===== src/rtl/decode_unit_pkg.sv =====
// Shared core definitions: ALU operation codes and RV32I opcode/funct field values
// used by the decode stage and the integer unit.
package decode_unit_pkg;

   typedef enum logic [3:0] {
      ALU_ADD  = 4'd0,
      ALU_SUB  = 4'd1,
      ALU_SLT  = 4'd2,
      ALU_SLTU = 4'd3,
      ALU_XOR  = 4'd4,
      ALU_OR   = 4'd5,
      ALU_AND  = 4'd6,
      ALU_SLL  = 4'd7,
      ALU_SRL  = 4'd8,
      ALU_SRA  = 4'd9
   } alu_op_e;

   localparam logic [6:0] OPC_OP     = 7'b0110011;
   localparam logic [6:0] OPC_OP_IMM = 7'b0010011;
   localparam logic [6:0] OPC_LUI    = 7'b0110111;

   localparam logic [2:0] F3_ADD_SUB = 3'b000;
   localparam logic [2:0] F3_SLL     = 3'b001;
   localparam logic [2:0] F3_SLT     = 3'b010;
   localparam logic [2:0] F3_SLTU    = 3'b011;
   localparam logic [2:0] F3_XOR     = 3'b100;
   localparam logic [2:0] F3_SRL_SRA = 3'b101;
   localparam logic [2:0] F3_OR      = 3'b110;
   localparam logic [2:0] F3_AND     = 3'b111;

   localparam logic [6:0] F7_BASE = 7'b0000000;
   localparam logic [6:0] F7_ALT  = 7'b0100000;

   // Bundle bits other than the immediate: op(4) imm_sel(1) rs1/rs2/rd(15) rd_we(1) illegal(1)
   localparam int BUNDLE_CTRL_W = 22;

   // alt selects the funct7=0100000 variant (Sub / Sra) where one exists
   function automatic alu_op_e alu_op_from_funct3(input logic [2:0] funct3, input logic alt);
      alu_op_e op;
      op = ALU_ADD;
      case (funct3)
         F3_ADD_SUB: op = alt ? ALU_SUB : ALU_ADD;
         F3_SLL:     op = ALU_SLL;
         F3_SLT:     op = ALU_SLT;
         F3_SLTU:    op = ALU_SLTU;
         F3_XOR:     op = ALU_XOR;
         F3_SRL_SRA: op = alt ? ALU_SRA : ALU_SRL;
         F3_OR:      op = ALU_OR;
         F3_AND:     op = ALU_AND;
         default:    op = ALU_ADD;
      endcase
      return op;
   endfunction

endpackage


===== src/rtl/decode_unit_skid_buffer.sv =====
// Two-entry valid/ready pipeline register (main + skid) with a registered input
// ready, so there is no combinational path from out_ready back to in_ready.
module skid_buffer #(
   parameter int WIDTH = 8
) (
   input  logic             clk,
   input  logic             rst,
   input  logic             flush,
   input  logic             in_valid,
   output logic             in_ready,
   input  logic [WIDTH-1:0] in_data,
   output logic             out_valid,
   input  logic             out_ready,
   output logic [WIDTH-1:0] out_data
);

   logic             skid_valid;
   logic [WIDTH-1:0] skid_data;
   logic             in_fire;
   logic             advance;

   assign in_fire = in_valid & in_ready;
   assign advance = ~out_valid | out_ready;

   // NOTE: state uses non-blocking assignments so every register samples pre-edge values.
   always_ff @(posedge clk or posedge rst) begin
      if (rst) begin
         // NOTE: data registers are reset too so the bundle reads zero (op=Add) during reset.
         out_valid  <= 1'b0;
         out_data   <= '0;
         skid_valid <= 1'b0;
         skid_data  <= '0;
         in_ready   <= 1'b0;
      end else if (flush) begin
         out_valid  <= 1'b0;
         skid_valid <= 1'b0;
         in_ready   <= 1'b1;
      end else if (advance) begin
         // in_ready is low whenever the skid is full, so in_fire cannot collide with the refill
         in_ready <= 1'b1;
         if (skid_valid) begin
            out_valid  <= 1'b1;
            out_data   <= skid_data;
            skid_valid <= 1'b0;
         end else begin
            out_valid <= in_fire;
            if (in_fire) begin
               out_data <= in_data;
            end
         end
      end else begin
         if (in_fire) begin
            skid_data  <= in_data;
            skid_valid <= 1'b1;
         end
         in_ready <= ~(skid_valid | in_fire);
      end
   end

endmodule


===== src/rtl/decode_unit.sv =====
// RV32I decode stage for OP, OP-IMM and LUI: one combinational decoder feeding a
// skid buffer toward execute. Unsupported encodings travel on as illegal bundles.
module decode_unit
   import decode_unit_pkg::*;
#(
   parameter int XLEN = 32
) (
   input  logic            i_clk,
   input  logic            i_rst,
   input  logic            i_inst_valid,
   input  logic [XLEN-1:0] i_inst,
   output logic            o_inst_ready,
   input  logic            i_flush,
   output logic            o_valid,
   input  logic            i_ready,
   output logic [3:0]      o_op_data,
   output logic            o_imm_sel,
   output logic [XLEN-1:0] o_imm,
   output logic [4:0]      o_rs1_addr,
   output logic [4:0]      o_rs2_addr,
   output logic [4:0]      o_rd_addr,
   output logic            o_rd_we,
   output logic            o_illegal
);

   localparam int PAYLOAD_W = XLEN + BUNDLE_CTRL_W;

   logic [6:0]      opcode;
   logic [2:0]      funct3;
   logic [6:0]      funct7;
   logic [4:0]      rs1_field;
   logic [4:0]      rs2_field;
   logic [4:0]      rd_field;
   logic [XLEN-1:0] i_type_imm;
   logic [XLEN-1:0] u_type_imm;
   logic [XLEN-1:0] shamt_imm;

   assign opcode    = i_inst[6:0];
   assign rd_field  = i_inst[11:7];
   assign funct3    = i_inst[14:12];
   assign rs1_field = i_inst[19:15];
   assign rs2_field = i_inst[24:20];
   assign funct7    = i_inst[31:25];

   assign i_type_imm = {{(XLEN-11){i_inst[31]}}, i_inst[30:20]};
   assign u_type_imm = {{(XLEN-31){i_inst[31]}}, i_inst[30:12], 12'b0};
   // The ALU shifts by the whole B operand, so the shamt must arrive zero-extended
   assign shamt_imm  = {{(XLEN-5){1'b0}}, i_inst[24:20]};

   alu_op_e         dec_op;
   logic            dec_legal;
   logic            dec_imm_sel;
   logic [XLEN-1:0] dec_imm;
   logic [4:0]      dec_rs1;
   logic [4:0]      dec_rs2;
   logic [4:0]      dec_rd;
   logic            dec_rd_we;
   logic            dec_illegal;

   always_comb begin
      // NOTE: every output is defaulted first so no path through the case infers a latch.
      dec_legal   = 1'b0;
      dec_op      = ALU_ADD;
      dec_imm_sel = 1'b0;
      dec_imm     = '0;
      dec_rs1     = rs1_field;
      dec_rs2     = rs2_field;
      dec_rd      = rd_field;
      case (opcode)
         OPC_OP: begin
            if (funct7 == F7_BASE) begin
               dec_legal = 1'b1;
               dec_op    = alu_op_from_funct3(funct3, 1'b0);
            end else if (funct7 == F7_ALT && (funct3 == F3_ADD_SUB || funct3 == F3_SRL_SRA)) begin
               dec_legal = 1'b1;
               dec_op    = alu_op_from_funct3(funct3, 1'b1);
            end
         end
         OPC_OP_IMM: begin
            dec_imm_sel = 1'b1;
            if (funct3 == F3_SLL) begin
               dec_legal = (funct7 == F7_BASE);
               dec_imm   = shamt_imm;
            end else if (funct3 == F3_SRL_SRA) begin
               dec_legal = (funct7 == F7_BASE) || (funct7 == F7_ALT);
               dec_imm   = shamt_imm;
            end else begin
               dec_legal = 1'b1;
               dec_imm   = i_type_imm;
            end
            // There is no SUBI: only the right-shift pair uses the alternate funct7
            dec_op = alu_op_from_funct3(funct3, (funct3 == F3_SRL_SRA) && (funct7 == F7_ALT));
         end
         OPC_LUI: begin
            dec_legal   = 1'b1;
            dec_imm_sel = 1'b1;
            dec_imm     = u_type_imm;
            dec_rs1     = 5'd0;
         end
         default: begin
            dec_legal = 1'b0;
         end
      endcase
      if (!dec_legal) begin
         dec_op      = ALU_ADD;
         dec_imm_sel = 1'b0;
         dec_imm     = '0;
      end
      dec_illegal = ~dec_legal;
      dec_rd_we   = dec_legal && (rd_field != 5'd0);
   end

   logic [PAYLOAD_W-1:0] payload_in;
   logic [PAYLOAD_W-1:0] payload_out;

   assign payload_in = {dec_op, dec_imm_sel, dec_imm, dec_rs1, dec_rs2, dec_rd, dec_rd_we, dec_illegal};

   skid_buffer #(
      .WIDTH(PAYLOAD_W)
   ) u_skid_buffer (
      .clk       (i_clk),
      .rst       (i_rst),
      .flush     (i_flush),
      .in_valid  (i_inst_valid),
      .in_ready  (o_inst_ready),
      .in_data   (payload_in),
      .out_valid (o_valid),
      .out_ready (i_ready),
      .out_data  (payload_out)
   );

   assign {o_op_data, o_imm_sel, o_imm, o_rs1_addr, o_rs2_addr, o_rd_addr, o_rd_we, o_illegal} = payload_out;

endmodule

===== config.mk =====
export PLATFORM = sky130hd
export DESIGN_NAME = decode_unit
export DESIGN_NICKNAME = d
export VERILOG_FILES = /design/src/rtl/decode_unit_pkg.sv /design/src/rtl/decode_unit_skid_buffer.sv /design/src/rtl/decode_unit.sv
export SDC_FILE = /design/constraint.sdc
export NUM_CORES = 1
export LEC_CHECK = 0
export CAP_MARGIN = 40
export CORE_AREA = 10 10 136 88
export CTS_CLUSTER_DIAMETER = 50
export DETAILED_ROUTE_END_ITERATION = 12
export DIE_AREA = 0 0 146 98
export PLACE_DENSITY = 0.81
export SETUP_SLACK_MARGIN = 0.2
export SLEW_MARGIN = 20
export SYNTH_ARGS = -nofsm -noshare
export SYNTH_HDL_FRONTEND = slang
export SYNTH_SLANG_ARGS = --single-unit

===== constraint.sdc =====
create_clock -name i_clk -period 5.33 [get_ports i_clk]
set_input_delay 0.533 -clock i_clk [delete_from_list [all_inputs] [get_ports i_clk]]
set_output_delay 0.533 -clock i_clk [all_outputs]
set_load 0.1 [all_outputs]

==> implementation parameters, run 1 <==
Parameter                              Value

Status
  Outcome ... finished, final reports clean

Synthesis
  Post-synthesis instance area ... ~5300 um^2
  Number of synthesized register bits ... 111
  Cell types with the largest area share after synthesis ... sky130_fd_sc_hd__dfrtp_1 53%, sky130_fd_sc_hd__nand2_1 5.9%, sky130_fd_sc_hd__o21ai_0 5.3%
  Largest family of logic cells by synthesized area ... compound AO/OA/AOI/OAI gates
  Xor-xnor portion of the synthesized cell area ... 0%
  Compound-gate portion of the synthesized area ... ~20%
  Proportion of synthesized chip area in sequential cells ... between 50 and 60%
  Share of the synthesized area in the top cell type ... 52.8%
  Mux contribution to synthesized area ... between 5 and 6%
  Synth Area per Inst ... 9.83 um^2
  Adder-cell share of the synthesized area ... under 10%
  Gate Count Post-Synth ... around 540
  Synthesized netlist net count ... around 580
  Area fraction in and, or, nand and nor cells after synthesis ... between 10% and 20%
  Number of distinct library cells after synthesis ... 39
  Largest area contributor in the netlist ... sky130_fd_sc_hd__dfrtp_1
  Warnings from Yosys ... 0

Hold path
  Hold worst-path end ... u_skid_buffer.skid_data[38]$_DFFE_PP0P_
  Hold/Removal Path Class ... register to register
  Hold_sp ... u_skid_buffer.skid_data[38]$_DFFE_PP0P_
  Number of cells on the worst hold path ... 2

Critical path
  Cell family contributing the most delay on the critical path ... buffers and inverters
  Worst-path fanout max ... 13
  Worst reg2reg endpoint ... u_skid_buffer.skid_data[20]$_DFFE_PP0P_
  Critical path's largest stage delay ... roughly 560 ps
  Cells on worst reg2reg path ... 6
  Crit path DAT ... between 2000 and 3000 ps
  Cells along the critical path ... clkdlybuf4s50_1 -> inv_1 -> ha_1 -> nand2b_1 -> nor3_2 -> buf_4 -> o21ai_0 -> o211ai_1 -> o21a_1
  CP endpoint kind ... register
  Critical path launch point type ... primary input
  Worst Setup Path Type ... primary input to register
  Reg-to-Reg Start ... u_skid_buffer.out_valid$_DFFE_PP0N_
  Required time at the worst-slack endpoint ... roughly 5600 ps
  Cell with the largest stage delay on the worst path ... sky130_fd_sc_hd__clkdlybuf4s50_1
  FF-to-FF setup slack ... roughly 3200 ps
  Buf+Inv Stages, Crit Path ... 3

Timing
  Pin slew with the least headroom to its limit ... between 700 and 800 ps
  Post-route setup TNS ... 0 ps
  Setup repair after global routing missed its margin ... false
  Final WS setup ... between 2000 and 3000 ps
  Count of pins over their slew limit ... 0
  Min Tclk post-route ... between 2000 and 3000 ps
  Slew headroom ... between 40% and 50%
  Clock Skews ... 7.31 ps
  Final critical-path share of the clock period ... roughly half
  Worst hold slack across all endpoints ... 482 ps
  Number of hold violations in the final report ... 0
  F_max ... 0.371 GHz
  Total setup violations reported at the end of the flow ... 0

Placement
  Port Buf Inserts ... roughly 90
  Post-detail-place hpwl ... around 10 mm
  Post-placement setup slack ... ~2200 ps
  Placed inst area ... approximately 7200 um^2
  Weighted congestion at the end of routability-driven global placement ... 0.874

Clock network
  Resize count post-CTS ... 0
  Clk sinks ... 111
  CTS tree ... built
  Clock insertion delay at the later pin of the skew report ... 350 ps
  Clock Tree Root ... sky130_fd_sc_hd__clkbuf_16
  Number of hold buffers added after cts ... 0
  Number of buffers created by CTS ... 9
  Number of H-tree branching levels ... 3
  Clock transition at the register clock pins on the worst setup and hold paths after CTS ... around 70 ps
  Post-CTS setup buffers ... 0
  Buffer levels on the longest clock path ... 2

Detailed routing
  First-pass DRT Iterations ... 7
  Remaining routing DRC violations ... 0
  Avg WL per Cell ... roughly 19 um
  Vias ... between 4000 and 5000
  Total detailed-routing wirelength ... around 16 mm
  Number of antenna-violating nets in the routed design ... 0
  Drt initial violations ... a little over 500
  Routed vias/inst ... approximately 6.0

Flow run
  Max Cap Violations ... 0

Power
  Power density over the cells ... 361 nW/um^2
  Leakage Power ... roughly 0.0032 uW
  Sum of internal, switching and leakage power ... between 2000 and 3000 uW
  Worst ir drop on vdd ... around 0.21 mV

Floorplanning
  FP Rows ... 28
  Effective utilization at floorplan ... 55.0%
  Height of the die ... 98 um
  Die area ... ~14000 um^2
  Boundary pin count ... 93
  Core region area ... roughly 9600 um^2
  Width of the die ... ~150 um

Global routing
  Remaining Overflow, GRT ... 0
  Number of antenna violations at the first check in global routing ... 1
  Total routing resource utilization after global routing ... a little over a fifth
  First-pass GRT wire length ... 24.9 mm
  Maximum number of pins on one net before global-route repair ... 94
  Number of global-route vias before repair ... 4780

Layout
  Total non-filler cell area in the finished layout ... 7600 um^2
  Post-layout net count ... roughly 710
  Commonest non-fill, non-tap cell in the layout ... sky130_fd_sc_hd__dfrtp_1
  Layout cells sized above 1 ... about 16%
  Area growth syn-to-layout ... 44.5%
  Most frequent cells in the layout ... 110 x sky130_fd_sc_hd__dfrtp_1, 92 x sky130_fd_sc_hd__clkdlybuf4s50_1, 82 x sky130_fd_sc_hd__nand2_1
  Antenna cell count ... 0
## sequential cells by signal, indices dropped and copies added (netlist names)
register / count
u_skid_buffer.out_data: 54
u_skid_buffer.skid_valid: 1
u_skid_buffer.in_ready: 1
u_skid_buffer.out_valid: 1
u_skid_buffer.skid_data: 54
## where the power goes
group          internal, uW  switching (uW)
sequential              933            58.1
clock                   419             321
combinational           376             637
## logic make-up after synthesis
group / after synthesis
mux: 26
fa+ha+maj: 6
compound gates: 170
buf+inv: 47
flops: 111
simple gates: 175
## per-stage QoR
stage | cells | utilization, %
floorplan | 535 | -
CTS | 801 | 78.6
global placement | 726 | 65.1
detailed placement | 785 | 75.2
global route | 805 | 79.4
finish | 805 | 79.4
## cell type report
type                    instances  area, um^2
repair buffers                159        2000
inverters                       7        28.8
fillers                       566        1970
flip-flops and latches        111        2780
clock inverters                 7         103
multi-input cells             377        2290
well taps                     135         169
clock buffers                   9         225
## cell usage after synthesis
library cell,number
sky130_fd_sc_hd__and4bb_2,1
sky130_fd_sc_hd__nand4b_1,1
sky130_fd_sc_hd__o21a_1,25
sky130_fd_sc_hd__or2_2,1
sky130_fd_sc_hd__dfrtp_1,111
sky130_fd_sc_hd__nor2_2,1
sky130_fd_sc_hd__o22ai_1,2
sky130_fd_sc_hd__a21oi_1,34
sky130_fd_sc_hd__nor3_4,1
sky130_fd_sc_hd__or4_1,2
sky130_fd_sc_hd__nor4_4,2
sky130_fd_sc_hd__inv_1,7
sky130_fd_sc_hd__o31ai_1,7
sky130_fd_sc_hd__nor3_2,1
sky130_fd_sc_hd__ha_1,6
sky130_fd_sc_hd__a31oi_1,1
sky130_fd_sc_hd__o21ai_0,56
sky130_fd_sc_hd__nand2b_1,4
sky130_fd_sc_hd__nor3_1,7
sky130_fd_sc_hd__o211ai_1,30
sky130_fd_sc_hd__buf_2,8
sky130_fd_sc_hd__mux2_2,12
sky130_fd_sc_hd__buf_1,1
sky130_fd_sc_hd__nand3_1,4
sky130_fd_sc_hd__nor2_1,29
sky130_fd_sc_hd__mux2i_1,14
sky130_fd_sc_hd__nand2_1,82
sky130_fd_sc_hd__a22o_1,5
sky130_fd_sc_hd__o21ba_2,1
sky130_fd_sc_hd__and3_1,29
sky130_fd_sc_hd__nor4_2,1
sky130_fd_sc_hd__nand3b_1,5
sky130_fd_sc_hd__and2b_1,1
sky130_fd_sc_hd__a221o_1,6
sky130_fd_sc_hd__a211oi_1,2
sky130_fd_sc_hd__clkbuf_1,31
sky130_fd_sc_hd__a311oi_1,1
sky130_fd_sc_hd__nand4_1,1
sky130_fd_sc_hd__and2_1,2
## worst register-to-register path: stages, from the launching register on
cell and delay (ps):
sky130_fd_sc_hd__dfrtp_1 370, sky130_fd_sc_hd__and2b_1 220, sky130_fd_sc_hd__nand4b_1 120, sky130_fd_sc_hd__buf_4 220, sky130_fd_sc_hd__buf_16 230, sky130_fd_sc_hd__nor3_1 650
sky130_fd_sc_hd__a22o_1 240
## worst max-delay path by stage
stage	endpoint	startpoint	cells past startpoint
finish	u_skid_buffer.out_data[45]$_DFFE_PP0P_	i_inst[13]	9
global route	u_skid_buffer.out_data[41]$_DFFE_PP0P_	i_inst[13]	9
CTS	u_skid_buffer.out_data[22]$_DFFE_PP0P_	i_inst[2]	6
detailed placement	u_skid_buffer.skid_data[23]$_DFFE_PP0P_	i_inst[2]	6
global placement	u_skid_buffer.out_data[36]$_DFFE_PP0P_	i_inst[13]	8
floorplan	u_skid_buffer.in_ready$_DFF_PP0_	i_rst	1
## metal layers
metal | global-route usage (%) | routed length [um]
met5 | 0 | 13
met4 | 7.05 | 474
met3 | 7.05 | 1350
met2 | 34.1 | 7290
met1 | 26.2 | 6400
No activity file was read; power rests on OpenSTA's default activity.
==> inputs of run 2 (changes only) <==
--- a/config.mk
+++ b/config.mk
@@ -6,11 +6,11 @@
 export NUM_CORES = 1
 export LEC_CHECK = 0
 export CAP_MARGIN = 40
-export CORE_AREA = 10 10 136 88
+export CORE_AREA = 10 10 147 95
 export CTS_CLUSTER_DIAMETER = 50
 export DETAILED_ROUTE_END_ITERATION = 12
-export DIE_AREA = 0 0 146 98
-export PLACE_DENSITY = 0.81
+export DIE_AREA = 0 0 157 105
+export PLACE_DENSITY = 0.72
 export SETUP_SLACK_MARGIN = 0.2
 export SLEW_MARGIN = 20
 export SYNTH_ARGS = -nofsm -noshare
==> constraint.sdc (replaced) <==
create_clock -name i_clk -period 2.4 [get_ports i_clk]
set_input_delay 0.24 -clock i_clk [delete_from_list [all_inputs] [get_ports i_clk]]
set_output_delay 0.24 -clock i_clk [all_outputs]
set_load 0.1 [all_outputs]
==> implementation parameters, run 2 (synthesized netlist as in run 1, its figures left out) <==
Parameter                              Value

Global routing
  First-pass GRT wire length ... ~23 mm
  Busiest grt layer ... met2
  Remaining Overflow, GRT ... 0
  Global routing met1 resource utilization ... a little under a quarter
  Number of antenna violations at the first check in global routing ... 0
  GRT met3 Usage ... 5.12%
  Met2 track demand over resource ... around a quarter
  Maximum number of pins on one net before global-route repair ... ~110
  Number of global-route vias before repair ... 4358
  Total routing resource utilization after global routing ... 17.0%

Critical path
  Required time at the worst-slack endpoint ... roughly 2600 ps
  Critical path launch point type ... primary input
  Worst-path fanout max ... 8
  Crit path DAT ... 2290 ps
  Worst Setup Path Type ... primary input to register
  CP endpoint kind ... register

Power
  Net switching power ... ~2200 uW
  Internal power contribution ... between 3000 and 4000 uW
  Leakage Power ... approximately 0.0029 uW
  Switching part of the total ... 39.4%
  Clk pwr share ... around 29%
  Logic gate share of total power ... a little under a third
  Worst ir drop on vdd ... approximately 0.45 mV
  Share of total power in sequential cells ... around two fifths
  Power density over the cells ... between 800 and 900 nW/um^2

Layout
  Largest regs ... u_skid_buffer.out_data: 54 flops, u_skid_buffer.skid_data: 54 flops
  Area growth syn-to-layout ... 25.2%
  Antenna cell count ... 0
  Final cell count without fillers ... roughly 770
  Post-layout net count ... ~660
  Commonest non-fill, non-tap cell in the layout ... sky130_fd_sc_hd__dfrtp_1
  Most frequent cells in the layout ... 108 x sky130_fd_sc_hd__dfrtp_1, 82 x sky130_fd_sc_hd__nand2_1, 72 x sky130_fd_sc_hd__buf_4
  Layout cells sized above 1 ... a little under a fifth

Floorplanning
  Effective utilization at floorplan ... roughly 47%
  Core region area ... approximately 11000 um^2
  Boundary pin count ... 93
  Die area ... roughly 16000 um^2
  Height of the die ... 105 um
  Width of the die ... around 160 um
  FP Rows ... 30

Clock network
  Clk sinks ... 111
  Number of buffers created by CTS ... 9
  Post-CTS setup buffers ... 0
  Clock insertion delay at the later pin of the skew report ... between 300 and 400 ps
  Number of hold buffers added after cts ... 0
  Clock Tree Root ... sky130_fd_sc_hd__clkbuf_16
  CTS tree ... built
  Number of H-tree branching levels ... 3
  Resize count post-CTS ... 0
  Clock transition at the register clock pins on the worst setup and hold paths after CTS ... about 70 ps
  Buffer levels on the longest clock path ... 2

Status
  Outcome ... finished, final reports clean

Timing
  Pin slew with the least headroom to its limit ... between 600 and 700 ps
  Post-route setup TNS ... 0 ps
  Number of hold violations in the final report ... 0
  Setup repair after global routing missed its margin ... false
  Total setup violations reported at the end of the flow ... 0
  Final critical-path share of the clock period ... 85.6%
  Worst hold slack across all endpoints ... 391 ps
  Min Tclk post-route ... 2050 ps
  Slew headroom ... 56.3%
  Count of pins over their slew limit ... 0
  Clock Skews ... about 6 ps
  F_max ... around 0.49 GHz

Placement
  Weighted congestion at the end of routability-driven global placement ... 0.907
  Port Buf Inserts ... 92
  Post-detail-place hpwl ... around 10 mm
  Placed insts ... between 700 and 800

Detailed routing
  Total detailed-routing wirelength ... between 10 and 15 mm
  Remaining routing DRC violations ... 0
  Vias ... around 4400
  First-pass DRT Iterations ... 5
  Number of antenna-violating nets in the routed design ... 0
  Routed vias/inst ... 5.73
  Drt initial violations ... between 400 and 500
  Avg WL per Cell ... roughly 18 um

Flow run
  Max Cap Violations ... 0

Hold path
  Hold/Removal Path Class ... primary input to asynchronous set/reset pin
## run 2: cell type report
cell class	instances	area, um^2
clock buffers	9	225
fillers	955	4560
multi-input cells	377	2290
well taps	144	180
repair buffers	112	981
inverters	7	30.0
flip-flops and latches	111	2780
clock inverters	7	92.6
## run 2: layer usage
metal  vias up  share of wire [%]  wire length [um]
li1       2068                  -                 -
met1      2133                 46              6430
met2       182                 45              6260
met3        14                8.2              1150
met4         0                1.0               145
met5         -                  0                 0
## run 2: critical path, stage by stage
cell and delay [ps]:
sky130_fd_sc_hd__clkdlybuf4s50_1 580, sky130_fd_sc_hd__ha_1 360, sky130_fd_sc_hd__mux2_2 230, sky130_fd_sc_hd__o21ai_0 130, sky130_fd_sc_hd__nor4_4 310, sky130_fd_sc_hd__nor2_2 110, sky130_fd_sc_hd__a221o_1 320
## run 2: power groups by stage
stage               registers (uW)  clock network, uW  logic [uW]
CTS                           2190               1610        1730
finish                        2190               1570        1710
global placement              2210                  0        1700
floorplan                     3160                  0         333
global route                  2210               1690        1790
detailed placement            2220                  0        1720
## run 2: stage by stage
stage	util, %	total power, uW	instance area (um^2)	worst slack, ps
detailed placement	56.2	3950	6270	39.4
finish	59.1	5470	6590	347
global placement	56.2	3920	6270	155
floorplan	-	3490	5270	388
CTS	59.1	5530	6590	367
global route	59.1	5690	6590	260
## run 2: worst paths after layout
path,depth (start not counted),endpoint,slack [ps],startpoint
max,7,u_skid_buffer.out_data[0]$_DFFE_PP0P_,350,i_inst[12]
min,3,u_skid_buffer.out_data[38]$_DFFE_PP0P_,390,i_rst
max reg2reg,5,u_skid_buffer.out_data[20]$_DFFE_PP0P_,450,u_skid_buffer.out_valid$_DFFE_PP0N_
min reg2reg,2,u_skid_buffer.skid_data[52]$_DFFE_PP0P_,480,u_skid_buffer.skid_data[52]$_DFFE_PP0P_
max in group asynchronous,3,u_skid_buffer.skid_valid$_DFFE_PP0P_,1520,i_rst
min in group i_clk,2,u_skid_buffer.skid_data[52]$_DFFE_PP0P_,480,u_skid_buffer.skid_data[52]$_DFFE_PP0P_
==> inputs of run 3 (changes only) <==
--- a/config.mk
+++ b/config.mk
@@ -8,8 +8,10 @@
 export CAP_MARGIN = 40
 export CORE_AREA = 10 10 147 95
 export CTS_CLUSTER_DIAMETER = 50
+export CTS_CLUSTER_SIZE = 24
 export DETAILED_ROUTE_END_ITERATION = 12
 export DIE_AREA = 0 0 157 105
+export GPL_TIMING_DRIVEN = 1
 export PLACE_DENSITY = 0.72
 export SETUP_SLACK_MARGIN = 0.2
 export SLEW_MARGIN = 20
==> results of run 3 <==
Final layout, timing and power as in run 2 (identical DEF).
